==> src/rtl/fetch_pkg.sv <==
// Shared widths, constants and the prefetch queue entry type for the fetch front-end.
package fetch_pkg;

    localparam int unsigned ADDR_W = 32;
    localparam int unsigned INST_W = 32;

    localparam logic [INST_W-1:0] NOP_INST = 32'h0000_0013;

    typedef struct packed {
        logic [ADDR_W-1:0] pc;
        logic [INST_W-1:0] inst;
    } fetch_entry_t;

endpackage

==> src/rtl/fetch_queue.sv <==
// Prefetch FIFO of {pc, inst} entries; pointers carry an extra wrap bit for full/empty.
module fetch_queue
    import fetch_pkg::*;
#(
    parameter int unsigned DEPTH = 4
) (
    input  logic                   clock,
    input  logic                   reset,
    input  logic                   flush,
    input  logic                   push,
    input  fetch_entry_t           push_data,
    input  logic                   pop,
    output fetch_entry_t           head,
    output logic [$clog2(DEPTH):0] count,
    output logic                   full,
    output logic                   empty
);

    localparam int unsigned PW = $clog2(DEPTH);

    fetch_entry_t  mem [DEPTH];
    logic [PW:0]   wr_ptr_q;
    logic [PW:0]   rd_ptr_q;
    logic          do_push;
    logic          do_pop;

    assign empty   = (wr_ptr_q == rd_ptr_q);
    assign full    = (wr_ptr_q[PW] != rd_ptr_q[PW]) && (wr_ptr_q[PW-1:0] == rd_ptr_q[PW-1:0]);
    assign count   = wr_ptr_q - rd_ptr_q;
    assign do_push = push && !full && !flush;
    assign do_pop  = pop && !empty && !flush;
    assign head    = mem[rd_ptr_q[PW-1:0]];

    always_ff @(posedge clock or negedge reset) begin
        if (!reset) begin
            wr_ptr_q <= '0;
            rd_ptr_q <= '0;
        end else if (flush) begin
            wr_ptr_q <= '0;
            rd_ptr_q <= '0;
        end else begin
            if (do_push) wr_ptr_q <= wr_ptr_q + (PW + 1)'(1);
            if (do_pop)  rd_ptr_q <= rd_ptr_q + (PW + 1)'(1);
        end
    end

    // Storage needs no reset: entries are only read once the pointers say they are valid.
    always_ff @(posedge clock) begin
        if (do_push) mem[wr_ptr_q[PW-1:0]] <= push_data;
    end

endmodule

==> src/rtl/fetch_unit.sv <==
// Instruction fetch front-end: sequential PC generation, credit-limited requests, prefetch
// queue towards the core, and redirect handling that drops stale in-flight responses.
module fetch_unit
    import fetch_pkg::*;
#(
    parameter int unsigned       DEPTH    = 4,
    parameter logic [ADDR_W-1:0] RESET_PC = 32'h0000_0000
) (
    input  logic              clock,
    input  logic              reset,
    output logic              imem_req_valid,
    input  logic              imem_req_ready,
    output logic [ADDR_W-1:0] imem_req_addr,
    input  logic              imem_rsp_valid,
    input  logic [INST_W-1:0] imem_rsp_data,
    input  logic              redirect_valid,
    input  logic [ADDR_W-1:0] redirect_pc,
    output logic              inst_valid,
    input  logic              inst_ready,
    output logic [INST_W-1:0] inst,
    output logic [ADDR_W-1:0] inst_pc
);

    localparam int unsigned CW  = $clog2(DEPTH) + 1;
    localparam logic [CW:0] CAP = (CW + 1)'(DEPTH);

    logic [ADDR_W-1:0] fetch_pc_q, fetch_pc_d;
    logic [ADDR_W-1:0] rsp_pc_q, rsp_pc_d;
    logic [ADDR_W-1:0] redirect_base;
    logic [CW-1:0]     outstanding_q, outstanding_d;
    logic [CW-1:0]     drop_cnt_q, drop_cnt_d;
    logic [CW-1:0]     q_count;
    logic [CW:0]       in_use;
    logic              started_q;
    logic              req_fire;
    logic              keep_rsp;
    logic              pop;
    logic              q_full;
    logic              q_empty;
    fetch_entry_t      q_head;
    fetch_entry_t      push_entry;

    assign redirect_base = redirect_pc & ~ADDR_W'(3);

    // Slots already spoken for: live in-flight requests plus buffered entries.
    assign in_use = {1'b0, outstanding_q} - {1'b0, drop_cnt_q} + {1'b0, q_count};

    assign imem_req_valid = started_q && !redirect_valid && (in_use < CAP);
    assign imem_req_addr  = fetch_pc_q;
    assign req_fire       = imem_req_valid && imem_req_ready;
    assign keep_rsp       = imem_rsp_valid && (drop_cnt_q == '0) && !redirect_valid;
    assign push_entry     = '{pc: rsp_pc_q, inst: imem_rsp_data};

    assign inst_valid = !q_empty && !redirect_valid;
    assign pop        = inst_valid && inst_ready;
    assign inst       = inst_valid ? q_head.inst : NOP_INST;
    assign inst_pc    = inst_valid ? q_head.pc : '0;

    always_comb begin
        fetch_pc_d    = fetch_pc_q;
        rsp_pc_d      = rsp_pc_q;
        outstanding_d = outstanding_q;
        drop_cnt_d    = drop_cnt_q;

        if (req_fire)       outstanding_d = outstanding_d + CW'(1);
        if (imem_rsp_valid) outstanding_d = outstanding_d - CW'(1);

        if (redirect_valid) begin
            fetch_pc_d = redirect_base;
            rsp_pc_d   = redirect_base;
            drop_cnt_d = outstanding_d;
        end else begin
            if (req_fire) fetch_pc_d = fetch_pc_q + ADDR_W'(4);
            if (keep_rsp) rsp_pc_d = rsp_pc_q + ADDR_W'(4);
            if (imem_rsp_valid && drop_cnt_q != '0) drop_cnt_d = drop_cnt_q - CW'(1);
        end
    end

    always_ff @(posedge clock or negedge reset) begin
        if (!reset) begin
            fetch_pc_q    <= RESET_PC;
            rsp_pc_q      <= RESET_PC;
            outstanding_q <= '0;
            drop_cnt_q    <= '0;
            started_q     <= 1'b0;
        end else begin
            fetch_pc_q    <= fetch_pc_d;
            rsp_pc_q      <= rsp_pc_d;
            outstanding_q <= outstanding_d;
            drop_cnt_q    <= drop_cnt_d;
            started_q     <= 1'b1;
        end
    end

    fetch_queue #(
        .DEPTH(DEPTH)
    ) u_queue (
        .clock    (clock),
        .reset    (reset),
        .flush    (redirect_valid),
        .push     (keep_rsp),
        .push_data(push_entry),
        .pop      (pop),
        .head     (q_head),
        .count    (q_count),
        .full     (q_full),
        .empty    (q_empty)
    );

    // Credits should make this impossible; a hit means the accounting is broken.
    assert property (@(posedge clock) disable iff (!reset) !(keep_rsp && q_full));

endmodule

==> config.mk <==
export PLATFORM = sky130hd
export DESIGN_NAME = fetch_unit
export DESIGN_NICKNAME = d
export VERILOG_FILES = /design/src/rtl/fetch_pkg.sv /design/src/rtl/fetch_queue.sv /design/src/rtl/fetch_unit.sv
export SDC_FILE = /design/constraint.sdc
export NUM_CORES = 1
export LEC_CHECK = 0
export BUFFER_PORTS_ARGS = -buffer_cell sky130_fd_sc_hd__buf_2
export CAP_MARGIN = 0
export CORE_AREA = 2 2 175 177
export CTS_CLUSTER_DIAMETER = 60
export CTS_CLUSTER_SIZE = 20
export DETAILED_ROUTE_END_ITERATION = 8
export DIE_AREA = 0 0 177 179
export MAX_ROUTING_LAYER = met4
export PLACE_DENSITY_LB_ADDON = 0.25
export SETUP_SLACK_MARGIN = 0.4
export SLEW_MARGIN = 20
export SYNTH_ARGS = -nofsm -noshare
export SYNTH_HDL_FRONTEND = slang
export SYNTH_HIERARCHICAL = 1
export SYNTH_SLANG_ARGS = --single-unit
==> constraint.sdc <==
create_clock -name clock -period 11.4 [get_ports clock]
set_input_delay 1.71 -clock clock [delete_from_list [all_inputs] [get_ports clock]]
set_output_delay 1.71 -clock clock [all_outputs]
set_load 0.01 [all_outputs]
==> flow_metrics.tcl <==
set metrics [dict create \
    grt_overflow 0 \
    max_freq_mhz 169 \
    layout-drive-gt1-share_pct 30.5 \
    antenna_cells 0 \
    numCtsBuffers 26 \
    hold_viol 0 \
    first_iter_violations 526 \
    fin_area_mm2 0.0166 \
    run_status "completed" \
    dp_hpwl_um 18300 \
    slew_viol_final 0 \
    ys_warn_count 6 \
    synth_cells 899 \
    num_rows 64 \
    wirelength_um 28700 \
    cts_tree "done" \
    grt_pass1_wl_um 45700 \
    synth_area_mm2 0.0144 \
    grt_pass1_vias 8283 \
    io_pins 168 \
    power_density_mw_per_mm2 181 \
    hold_path.class "reg2reg" \
    h-tree-depth 1 \
    seq_area_frac_synth_pct 65.9 \
    crit_type "reg2out" \
    synth_seq_cells 329 \
    critPathCaptureType "primary output" \
    die_y_um 179 \
    grt_max_degree 74 \
    die_area_mm2 0.0317 \
    clock_sinks 329 \
    area_growth_syn_to_layout_pct 14.8 \
    worst_pin_slew_ns 1.03 \
    cts-root-buf "clkbuf_16" \
    rsz0062_at_grt "false" \
    viasPerCell 5.53 \
    dr.pass1.iters 6 \
    syn_area_per_cell_um2 16.1 \
    antenna_found_initial 0 \
    routedWlPerCell_um 19.3 \
    postCtsHoldBufs 0 \
    gp_congestion 0.813 \
    leakage_nw 5.94 \
    setup-tns-final_ns 0 \
    cp.arrival_ns 4.20 \
    clock_path_buffers 3 \
    critPathMaxFanout 34 \
    synthFlopType "edfxtp_1" \
    layout_min_cycle_time_ns 5.91 \
    grt_usage_pct 19.2 \
    clk_latency_ns 0.54 \
    vdd_ir_drop_max_mv 0.165 \
    portBuffers 163 \
    cts.clk_slew.worst_paths_ns 0.08 \
    cp-start-kind "register" \
    nets 1159 \
    dpl_cell_area_mm2 0.0157 \
    synth-edff-count 256 \
    initial_utilization_pct 48.1 \
    synth-async-reset-ratio_pct 22.2 \
    cts_setup_buffers 0 \
    setup_viol 0 \
    worstPathRequired_ns 9.69 \
    fin_crit_sh_pct 51.8 \
    maxCapViolCount 0 \
    cts_resized 0 \
    relSlewSlack_pct 31.5 \
    coreArea_mm2 0.0300 \
    drc 0 \
    clock_skew_ns 0.0180 \
    dr_total_vias 8224 \
    power_mw 3.00 \
    synth_cell_types 72 \
    postRouteAntennaNets 0 \
    die_w_um 177 \
]
[layout by cell type (no fill, tap or decap), types with 4 or more instances in the layout]
master | Yosys | layout
and4_1 | 4 | 4
conb_1 | 2 | 11
nor2_1 | 29 | 28
nor3_1 | 7 | 6
edfxtp_1 | 256 | 256
and3_1 | 7 | 7
nand2b_1 | 5 | 5
o211ai_1 | 14 | 14
o311ai_1 | 8 | 8
xor2_1 | 18 | 18
mux2_2 | 15 | 15
clkbuf_16 | 0 | 27
inv_6 | 0 | 5
inv_1 | 23 | 23
nor2b_1 | 5 | 5
mux4_2 | 64 | 64
o2111ai_1 | 6 | 6
a31oi_1 | 4 | 4
nor3_2 | 6 | 7
buf_4 | 6 | 16
buf_2 | 13 | 163
nand4_1 | 9 | 9
or3_1 | 4 | 4
a21oi_1 | 11 | 11
or4_1 | 13 | 13
clkbuf_1 | 20 | 6
nand3_1 | 24 | 24
xnor2_1 | 29 | 29
and2_1 | 63 | 63
o21ai_0 | 12 | 12
nand2_1 | 52 | 52
o21ai_1 | 11 | 11
ha_1 | 16 | 16
dfrtp_1 | 73 | 71
a21boi_1 | 4 | 4
[report_power, final]
| group | leakage (nW) | switching (mW) | internal (mW) |
|---|---|---|---|
| Combinational | 2.34 | 0.336 | 0.313 |
| Sequential | 3.17 | 0.0837 | 1.35 |
| Clock | 0.427 | 0.443 | 0.481 |
[worst max-delay path, stage by stage, from the launching register on]
cell	delay [ns]
dfrtp_4	0.87
ha_1	0.27
inv_1	0.05
fa_1	0.52
inv_1	0.06
fa_1	0.48
inv_1	0.05
ha_1	0.28
and3b_4	0.22
or4_1	0.46
nand2_1	0.07
and3_1	0.18
buf_2	0.14
[final timing paths]
check / from / slack [ns] / end / cells after the start
setup / recovery: u_queue/rd_ptr_q[0] / 5.49 / imem_req_valid / 12
hold / removal: imem_req_addr[19] / 0.54 / imem_req_addr[19] / 1
setup reg to reg: u_queue/rd_ptr_q[0] / 6.89 / drop_cnt_q[1] / 14
hold reg to reg: imem_req_addr[19] / 0.54 / imem_req_addr[19] / 1
max in group asynchronous: reset / 9.28 / u_queue/rd_ptr_q[0] / 2
min in group asynchronous: reset / 1.41 / imem_req_addr[30] / 2
[synthesized netlist by cell type (3+ instances only)]
cell	n	area share, %
a211oi_1	3	0.16
a21boi_1	4	0.21
a21oi_1	11	0.38
a31oi_1	4	0.17
and2_1	63	2.7
and3_1	7	0.30
and4_1	4	0.24
buf_12	4	0.55
buf_2	13	0.45
buf_4	6	0.31
clkbuf_1	20	0.52
dfrtp_1	73	13
edfxtp_1	256	53
fa_1	3	0.42
ha_1	16	1.4
inv_1	23	0.60
mux2_2	15	1.2
mux4_2	64	10
nand2_1	52	1.4
nand2b_1	5	0.22
nand3_1	24	0.83
nand3b_1	3	0.16
nand4_1	9	0.39
nand4_2	3	0.26
nor2_1	29	0.75
nor2b_1	5	0.22
nor3_1	7	0.24
nor3_2	6	0.42
nor4_2	3	0.26
nor4_4	3	0.44
nor4bb_1	3	0.21
o2111ai_1	6	0.36
o211ai_1	14	0.73
o21ai_0	12	0.42
o21ai_1	11	0.38
o311ai_1	8	0.49
or3_1	4	0.17
or4_1	13	0.68
xnor2_1	29	1.8
xor2_1	18	1.1
[metal layers]
| layer | part of all wire, % | vias up | wire [um] | GRT usage [%] |
|---|---|---|---|---|
| met5 | 0 | - | 0 | - |
| met2 | 48 | 255 | 13700 | 30.4 |
| met1 | 45 | 4115 | 12800 | 26.5 |
| li1 | - | 3811 | - | - |
| met4 | 1.8 | 0 | 510 | 4.27 |
| met3 | 5.7 | 43 | 1640 | 2.95 |
[flip-flops by register name (all words and copies together) (netlist names)]
name / cells
rsp_pc_q: 30
started_q: 1
u_queue/mem: 256
u_queue/wr_ptr_q: 3
u_queue/rd_ptr_q: 3
drop_cnt_q: 3
imem_req_addr: 30
outstanding_q: 3
[kinds of logic (layout without fill, tap and decap cells)]
logic type / after synthesis / count (layout) / synth area share [%]
AO/OA/AOI/OAI: 88 / 88 / 4.20
XOR/XNOR: 48 / 48 / 2.96
adder cells (fa/ha/maj): 19 / 19 / 1.80
buffers and inverters: 70 / 252 / 2.60
flip-flops: 329 / 329 / 65.9
multiplexers: 82 / 82 / 11.4
other: 2 / 11 / 0.0520
AND/OR/NAND/NOR: 261 / 261 / 11.1
[through the flow]
step                      instances  hold WS, ns  utilization, %  setup slack (ns)
after floorplan                 908        0.495               -              1.97
after global placement         1437        0.520            52.2              5.94
after detailed placement       1438        0.523            52.2              5.91
after CTS                      1486        0.536            55.2              5.41
after global routing           1486        0.555            55.2              5.26
final                          1486        0.537            55.2              5.49
[cell type report]
class / instances / area (um2)
clock buffers: 33 / 698
clock inverters: 15 / 181
fillers: 2448 / 13500
inverters: 24 / 90.1
multi-input cells: 509 / 4630
flip-flops and latches: 329 / 9520
well taps: 396 / 495
repair buffers: 180 / 947
No activity file was read; power rests on OpenSTA's default activity.
